`src/rtl/coeff_fir_mac_pkg.sv`:
```
// Shared constants and types for the serial FIR MAC and its coefficient array.
//   NTAPS / AW  : tap count and coefficient address width
//   DW / CW     : signed sample and coefficient widths
//   PW / ACC_W  : product width and overflow-free accumulator width
package coeff_fir_mac_pkg;

    localparam int unsigned NTAPS = 71;
    localparam int unsigned AW    = 7;
    localparam int unsigned DW    = 8;
    localparam int unsigned CW    = 8;
    localparam int unsigned PW    = DW + CW;
    localparam int unsigned ACC_W = DW + CW + 7;

    typedef enum logic [1:0] {
        ST_IDLE  = 2'd0,
        ST_MAC   = 2'd1,
        ST_DRAIN = 2'd2,
        ST_OUT   = 2'd3
    } state_t;

    // Circular-buffer index of the sample k taps older than the one at wr_ptr.
    function automatic logic [AW-1:0] tap_index(input logic [AW-1:0] wr_ptr,
                                                input logic [AW-1:0] k);
        logic [AW:0]   wrapped;
        logic [AW-1:0] idx;
        wrapped = {1'b0, wr_ptr} + (AW+1)'(NTAPS) - {1'b0, k};
        if (wr_ptr >= k) begin
            idx = wr_ptr - k;
        end else begin
            idx = AW'(wrapped);
        end
        return idx;
    endfunction

endpackage

```
`src/rtl/coeff_fir_mac_delay.sv`:
```
// Circular sample history for the FIR: one write slot per accepted sample,
// combinational tap read relative to the newest sample.
//   wr_en/wr_data : store a sample at the current write pointer
//   advance       : move the write pointer on (after the output handshake)
//   tap/tap_data  : read the sample 'tap' positions older than the newest
module fir_delay_line
    import coeff_fir_mac_pkg::*;
(
    input  logic          clk,
    input  logic          rst_n,
    input  logic          wr_en,
    input  logic [DW-1:0] wr_data,
    input  logic          advance,
    input  logic [AW-1:0] tap,
    output logic [DW-1:0] tap_data
);

    logic [DW-1:0] mem [NTAPS];
    logic [AW-1:0] wr_ptr;
    logic [AW-1:0] rd_idx;

    // Sample storage and write pointer, fully cleared on reset.
    always_ff @(posedge clk or negedge rst_n) begin
        if (!rst_n) begin
            mem    <= '{default: '0};
            wr_ptr <= '0;
        end else begin
            if (wr_en) begin
                mem[wr_ptr] <= wr_data;
            end
            if (advance) begin
                wr_ptr <= (wr_ptr == AW'(NTAPS - 1)) ? '0 : wr_ptr + 1'b1;
            end
        end
    end

    always_comb begin
        rd_idx   = tap_index(wr_ptr, tap);
        tap_data = mem[rd_idx];
    end

endmodule

```
`src/rtl/coeff_fir_mac.sv`:
```
// Serial multiply-accumulate FIR engine; read side of the coefficient array.
//   s_valid/s_ready/s_data : input sample handshake
//   coeff_addr/coeff_data  : combinational coefficient array read port
//   busy                   : MAC in progress, coefficient writes must wait
//   m_valid/m_ready/m_data : filtered output handshake
module coeff_fir_mac
    import coeff_fir_mac_pkg::*;
(
    input  logic             clk,
    input  logic             rst_n,
    input  logic             s_valid,
    output logic             s_ready,
    input  logic [DW-1:0]    s_data,
    output logic [AW-1:0]    coeff_addr,
    input  logic [CW-1:0]    coeff_data,
    output logic             busy,
    output logic             m_valid,
    input  logic             m_ready,
    output logic [ACC_W-1:0] m_data
);

    state_t                   state;
    state_t                   state_nxt;
    logic [AW-1:0]            k;
    logic signed [PW-1:0]     prod;
    logic                     prod_valid;
    logic signed [ACC_W-1:0]  acc;
    logic [DW-1:0]            tap_sample;
    logic                     accept;
    logic                     out_fire;
    logic                     last_tap;

    assign accept   = (state == ST_IDLE) && s_valid;
    assign out_fire = (state == ST_OUT) && m_ready;
    assign last_tap = (k == AW'(NTAPS - 1));

    fir_delay_line u_delay (
        .clk      (clk),
        .rst_n    (rst_n),
        .wr_en    (accept),
        .wr_data  (s_data),
        .advance  (out_fire),
        .tap      (k),
        .tap_data (tap_sample)
    );

    // State register.
    always_ff @(posedge clk or negedge rst_n) begin
        if (!rst_n) begin
            state <= ST_IDLE;
        end else begin
            state <= state_nxt;
        end
    end

    // Next-state logic.
    always_comb begin
        state_nxt = state;
        case (state)
            ST_IDLE:  if (s_valid)  state_nxt = ST_MAC;
            ST_MAC:   if (last_tap) state_nxt = ST_DRAIN;
            ST_DRAIN:               state_nxt = ST_OUT;
            ST_OUT:   if (m_ready)  state_nxt = ST_IDLE;
            default:                state_nxt = ST_IDLE;
        endcase
    end

    // Output decode; m_data is the accumulator register, frozen outside MAC/DRAIN.
    always_comb begin
        s_ready    = 1'b0;
        busy       = 1'b0;
        m_valid    = 1'b0;
        coeff_addr = '0;
        m_data     = acc;
        case (state)
            ST_IDLE:  s_ready = 1'b1;
            ST_MAC: begin
                busy       = 1'b1;
                coeff_addr = k;
            end
            ST_DRAIN: busy    = 1'b1;
            ST_OUT:   m_valid = 1'b1;
            default: ;
        endcase
    end

    // Two-stage datapath: multiply this tap, accumulate the previous product.
    always_ff @(posedge clk or negedge rst_n) begin
        if (!rst_n) begin
            k          <= '0;
            prod       <= '0;
            prod_valid <= 1'b0;
            acc        <= '0;
        end else begin
            case (state)
                ST_IDLE: begin
                    if (s_valid) begin
                        k          <= '0;
                        acc        <= '0;
                        prod_valid <= 1'b0;
                    end
                end
                ST_MAC: begin
                    prod       <= PW'($signed(tap_sample)) * PW'($signed(coeff_data));
                    prod_valid <= 1'b1;
                    if (prod_valid) begin
                        acc <= acc + ACC_W'(prod);
                    end
                    k <= last_tap ? '0 : k + 1'b1;
                end
                ST_DRAIN: begin
                    if (prod_valid) begin
                        acc <= acc + ACC_W'(prod);
                    end
                    prod_valid <= 1'b0;
                end
                default: ;
            endcase
        end
    end

endmodule

```
`config.mk`:
```
export PLATFORM = sky130hd
export DESIGN_NAME = coeff_fir_mac
export DESIGN_NICKNAME = d
export VERILOG_FILES = /design/src/rtl/coeff_fir_mac_pkg.sv /design/src/rtl/coeff_fir_mac_delay.sv /design/src/rtl/coeff_fir_mac.sv
export SDC_FILE = /design/constraint.sdc
export NUM_CORES = 1
export LEC_CHECK = 0
export ABC_AREA = 1
export CAP_MARGIN = 20
export CORE_MARGIN = 1
export CORE_UTILIZATION = 57
export CTS_CLUSTER_SIZE = 16
export DETAILED_ROUTE_END_ITERATION = 12
export PLACE_DENSITY = 0.77
export SETUP_SLACK_MARGIN = 0.02
export SYNTH_ARGS = -nofsm -noshare
export SYNTH_HDL_FRONTEND = slang
export SYNTH_SLANG_ARGS = --single-unit
```
`constraint.sdc`:
```
create_clock -name clk -period 6.3 [get_ports clk]
set_input_delay 0.63 -clock clk [delete_from_list [all_inputs] [get_ports clk]]
set_output_delay 0.63 -clock clk [all_outputs]
set_load 0.02 [all_outputs]
```
# Word level (Yosys, flattened, before mapping)
# Index checks and enable logic that the tools add are counted.
dict set report classes {
  reduce_logical 12
  multipliers 1
  add_sub_neg 6
  n_mux 24
  n_lt_le_gt_ge 4
  n_eq_ne 9
  n_bitwise 2
}
# op n
set op_table {}
lappend op_table {{bitwise mux 568 bit} 1}
lappend op_table {{binary-select mux 8 bit (select 7 bit)} 1}
lappend op_table {{demux 8 bit (select 7 bit)} 1}
lappend op_table {{two-way mux 23 bit} 2}
lappend op_table {{case mux 23 bit (2 select lines)} 1}
lappend op_table {{two-way mux 7 bit} 5}
lappend op_table {{two-way mux 8 bit} 3}
lappend op_table {{adder 23 x 16 -> 23 bit} 1}
lappend op_table {{greater-or-equal comparator 8 bit (second input constant)} 2}
lappend op_table {{multiplier 8 x 8 -> 16 bit} 1}
lappend op_table {{inverter 7 -> 8 bit} 2}
lappend op_table {{adder 7 x 1 -> 7 bit (second input constant)} 2}
lappend op_table {{== test 7 bit (second input constant)} 2}
lappend op_table {{case mux 7 bit (2 select lines)} 1}
lappend op_table {{subtractor 7 bit} 2}
lappend op_table {{< comparator 8 x 1 -> 1 bit (second input constant)} 1}
lappend op_table {{case mux 2 bit (4 select lines)} 1}
lappend op_table {{adder 7 bit (second input constant)} 1}
lappend op_table {{greater-or-equal comparator 7 bit} 1}
lappend op_table {{two-way mux 2 bit} 3}
lappend op_table {{inequality test 2 bit (second input constant)} 3}
lappend op_table {{AND reduction 3 bit} 2}
lappend op_table {{== test 2 bit (second input constant)} 2}
lappend op_table {{two-way mux 1 bit} 4}
lappend op_table {{other kinds (9)} 13}
dict set report totals {
  wordCells 135
  in_bits 20
  output_inout_bits 33
  regBits 624
}

# Longest topological paths before layout
dict set report logic_depth {
  ltp_word 8
  mapped_depth 45
  depth_no_buf 40
}

# Modules after synthesis
# A second synthesis with hierarchy kept.
dict set report hier_totals {
  hier_cells 4792
  hier_area_um2 35158.7
}
# module cells_per_inst seq_area_each_um2 instances area_per_inst_um2
set modules_own_cells {}
lappend modules_own_cells {fir_delay_line 3827 14388.8 1 28725.0}
lappend modules_own_cells {coeff_fir_mac 965 1226.2 1 6433.7}

# Least setup slack after synthesis
# Ideal clock, no wire load.
dict set report synth_timing {
  path_type {reg2reg}
  from {register k[1]}
  to {register prod[14]}
  arrival_time_ns 6.699
  stages_incl_launch_ff 35
  required_time_ns 6.165
  setup_ns 0.135
  synth_period_minus_slack_ns 6.835
  path_buffers 0
  slack_ns -0.535
  cell_sequence {dfrtp_1 inv_1 ha_1 ha_1 inv_1 fa_1 or2_2 a31o_2 xnor2_1 nand2_1 nand2_1 nor3_4 nand3_1 nand2_1 nand2_2 inv_2 nand2_1 fa_1 inv_1 fa_1 fa_1 inv_1 fa_1 inv_1 ha_1 a21oi_1 o21ai_0 a21o_1 a21oi_1 inv_1 a21oi_1 nor2_1 nor2_1 xor2_1 o21ai_0}
}
dict set report synth_via {
  elab_chain_cells 7
  word_cells_on_any_way 9
  classes_between {2 x add/sub; 1 x mul; 1 x order compare; 4 x mux; 1 x bitwise}
}
# element line_no
set synth_lines {}
lappend synth_lines {{start, declared} coeff_fir_mac.sv:24} ;# logic [AW-1:0] k;
lappend synth_lines {{start signal, assigned} coeff_fir_mac.sv:109} ;# k <= last_tap ? '0 : k + 1'b1;
lappend synth_lines {{subtractor 7 bit, or another cell as far along} coeff_fir_mac_pkg.sv:26} ;# wrapped = {1'b0, wr_ptr} + (AW+1)'(NTAPS) - {1'b0, k};
lappend synth_lines {{two-way mux 7 bit (*)} coeff_fir_mac_pkg.sv:27} ;# if (wr_ptr >= k) begin
lappend synth_lines {{inverter 7 -> 8 bit (implied by the code) (*)} coeff_fir_mac_delay.sv:39} ;# tap_data = mem[rd_idx];
lappend synth_lines {{binary-select mux 8 bit (select 7 bit) (*)} coeff_fir_mac_delay.sv:39}
lappend synth_lines {{two-way mux 8 bit (implied by the code) (*) (2 in series)} coeff_fir_mac_delay.sv:39}
lappend synth_lines {{multiplier 8 x 8 -> 16 bit (*)} coeff_fir_mac.sv:104} ;# prod <= PW'($signed(tap_sample)) * PW'($signed(coeff_data));
lappend synth_lines {{end signal, assigned} coeff_fir_mac.sv:104}
lappend synth_lines {{end, declared} coeff_fir_mac.sv:25} ;# logic signed [PW-1:0] prod;
# Every way passes the cells marked *; elsewhere a longest branch is shown, timed or not. The select of a mux whose other input is x is not followed.
# A chain may end at the register's enable or synchronous reset.

# Worst setup path in the final report
dict set report layout_timing {
  from {register k[4]}
  to {register prod[14]}
}
# The elaborated chain is that of the path after synthesis.

==> impl_metrics.env <==
export IMPL_fin_area_sq_mm=0.04145
export IMPL_die_area_sq_mm=0.05770
export IMPL_relSlewSlack=0.2045
export IMPL_io_buffer_count=52
export IMPL_critPathKind="register to register"
export IMPL_cap_violations=0
export IMPL_htree_levels=3
export IMPL_drive_gt1_frac=0.1935
export IMPL_synth_edf_count=0
export IMPL_min_path_type="input port to asynchronous set/reset pin"
export IMPL_row_count=86
export IMPL_finalSetupViolCount=9
export IMPL_cp_start_kind="register"
export IMPL_synthTopCellsByCount="nand2_1 (1300), o21ai_0 (661), dfrtp_1 (624)"
export IMPL_fmax_mhz=144.1
export IMPL_slowest_delay_ns=0.54
export IMPL_placed_area_sq_mm=0.03530
export IMPL_antenna_found_initial=2
export IMPL_ys_warn_count=0
export IMPL_critPathMostFrequentCell="inv_1"
export IMPL_grt_pass1_wl_um=165100
export IMPL_drc_errors=0
export IMPL_cts_tree="done"
export IMPL_async_flop_share=1.000
export IMPL_grt_usage=0.3708
export IMPL_fp_dieW_um=240.2
export IMPL_initialDrtViolationCount=4212
export IMPL_final_max_slew_viol_count=0
export IMPL_synth_seq_area_share=0.4828
export IMPL_min_period_ns=6.938
export IMPL_grt_setup_unrepaired="yes"
export IMPL_required_ns=6.78
export IMPL_syn_nets=4174
export IMPL_routedWlPerCell_um=21.82
export IMPL_cp_max_fo=7
export IMPL_area_growth_syn_to_layout_pct=28.18
export IMPL_cts_sinks=624
export IMPL_grt_overflow=0
export IMPL_status="finished with violations"
export IMPL_core_sq_mm=0.05563
export IMPL_postRouteAntennaNets=0
export IMPL_synth_area_sq_mm=0.03234
export IMPL_cp_arrival_ns=7.41
export IMPL_synth_area_leaders="dfrtp_1 (48%), nand2_1 (15%), o21ai_0 (10%)"
export IMPL_pre_cts_slack_ns=-0.6857
export IMPL_worstMarginPinSlew_ns=1.184
export IMPL_ys_types=45
export IMPL_first_pass_iters=8
export IMPL_yosysTopAreaCell="dfrtp_1"
export IMPL_vias=31427
export IMPL_worst_slack_ns=-0.6376
export IMPL_utilization=0.7452
export IMPL_violations="negative setup slack"
export IMPL_netlist_instances=4019
export IMPL_avgViaCountPerCell=6.199
export IMPL_clockBufferDepth=3
export IMPL_cts_made_buffers=67
export IMPL_nets=4429
export IMPL_endpoint_kind="register"
export IMPL_skew_ns=0.01895
export IMPL_cts_root_buf="clkbuf_16"
export IMPL_place_gp_congestion=0.9538
export IMPL_grt_max_degree=160
export IMPL_cts_clk_slew_worst_paths_ns=0.06
export IMPL_ys_flop_type="dfrtp_1"
export IMPL_min_period_over_period=1.101
export IMPL_place_detailed_hpwl_um=59030
export IMPL_insertion_delay_ns=0.62
export IMPL_totalWireLength_um=110600
export IMPL_hold_viol=0
export IMPL_die_y_um=240.2
export IMPL_grt_pass1_vias=29774
export IMPL_synth_most_common_cell="nand2_1"
export IMPL_fin_setup_tns_ns=-3.543
export IMPL_ys_ff_latch=624
export IMPL_io_pin_count=53
export IMPL_slowest_stage="fa_1"
export IMPL_start_util=0.5814
export IMPL_avgSynthCellArea_sq_um=8.047
export IMPL_synth_top_area_frac=0.4828
cell type report:
| type | instances | area (sq um) |
|---|---|---|
| Fill cell | 3596 | 14180 |
| Tap cell | 748 | 935.9 |
| Sequential cell | 624 | 15620 |
| Clock buffer | 99 | 2002 |
| Clock inverter | 17 | 166.4 |
| Antenna cell | 1 | 2.502 |
| Inverter | 194 | 750.7 |
| Multi-Input combinational cell | 2948 | 16800 |
| Timing Repair Buffer | 439 | 5180 |
flip-flops by register name, summed over array words and instances, names as in the netlist:
name,flops
prod_valid,1
prod,16
m_data,23
u_delay.wr_ptr,7
k,7
state,2
u_delay.mem,568
cells by family (layout without fill, tap and decap cells):
group                    Yosys count  count (layout)  synth area share
AO/OA/AOI/OAI                    810             810            0.1290
adder cells (fa/ha/maj)          135             135           0.06662
XOR/XNOR                          25              25          0.006770
flip-flops                       624             624            0.4828
buffers and inverters            449             749           0.05931
AND/OR/NAND/NOR                 1976            1978            0.2555
other                              0               1                 0
through the flow:
step | std cells | hold slack (ns)
2_1_floorplan | 4019 | 0.3344
3_3_place_gp | 4814 | 0.4599
3_5_place_dp | 4814 | 0.4678
4_1_cts | 5029 | 0.08745
5_1_grt | 5069 | 0.1239
6_report | 5070 | 0.06723
per-layer routing:
layer | vias to the layer above | routed length, um | track usage
li1 | 13808 | - | -
met1 | 15044 | 41480 | 0.4899
met2 | 2043 | 49650 | 0.5631
met3 | 528 | 12340 | 0.09013
met4 | 4 | 7120 | 0.2040
met5 | - | 26 | 0
what timing repair did:
item | 4_1_cts | 5_1_grt
hold buffers | 0 | 0
setup buffers | 74 | 33
pin swaps | 108 | 78
setup endpoints to repair | 9 | 9
gates cloned | 26 | 13
resized for setup | 300 | 143
critical path, delay by kind of cell (launching register included):
family,cells,cell delay (ns)
and+or+nand+nor,15,1.68
AOI/OAI and AO/OA,8,1.15
DFF,1,0.39
buffers and inverters,11,1.22
adders and majority gates,6,2.19
xor gates and xnor gates,1,0.15
cell usage in the layout (no fill, tap or decap), drive strengths merged:
| cell | instances |
|---|---|
| nand4 | 10 |
| a21boi | 1 |
| o221ai | 2 |
| nand2 | 1310 |
| a41oi | 1 |
| ha | 73 |
| o21bai | 1 |
| o21a | 1 |
| nor4 | 10 |
| fa | 62 |
| nor2 | 90 |
| or2 | 2 |
| xnor2 | 9 |
| o2111ai | 4 |
| bufbuf | 3 |
| clkdlybuf4s50 | 51 |
| inv | 192 |
| buf | 373 |
| a31o | 2 |
| a221oi | 1 |
| nor3 | 21 |
| nand3b | 1 |
| o211ai | 2 |
| xor2 | 16 |
| a21oi | 108 |
| o31ai | 2 |
| nor3b | 1 |
| dfrtp | 624 |
| o32ai | 2 |
| clkbuf | 111 |
| clkinv | 14 |
| clkinvlp | 2 |
| nand3 | 533 |
| a31oi | 7 |
| o22ai | 4 |
| diode | 1 |
| o21ai | 671 |
| a21o | 1 |
| bufinv | 3 |
worst paths after layout:
| check | end | depth (start not counted) | slack [ns] | start |
|---|---|---|---|---|
| min | u_delay.mem[540] | 1 | 0.07 | rst_n |
| min in group clk | u_delay.mem[110] | 2 | 0.48 | u_delay.mem[110] |
| max | prod[14] | 41 | -0.64 | k[4] |
| min reg2reg | u_delay.mem[110] | 2 | 0.48 | u_delay.mem[110] |
| max in group asynchronous | u_delay.mem[262] | 2 | 4.85 | rst_n |
| max reg2reg | prod[14] | 41 | -0.64 | k[4] |
Power is not shown: default switching activity piles up to over one toggle a cycle in this logic, so the estimate is an artifact.
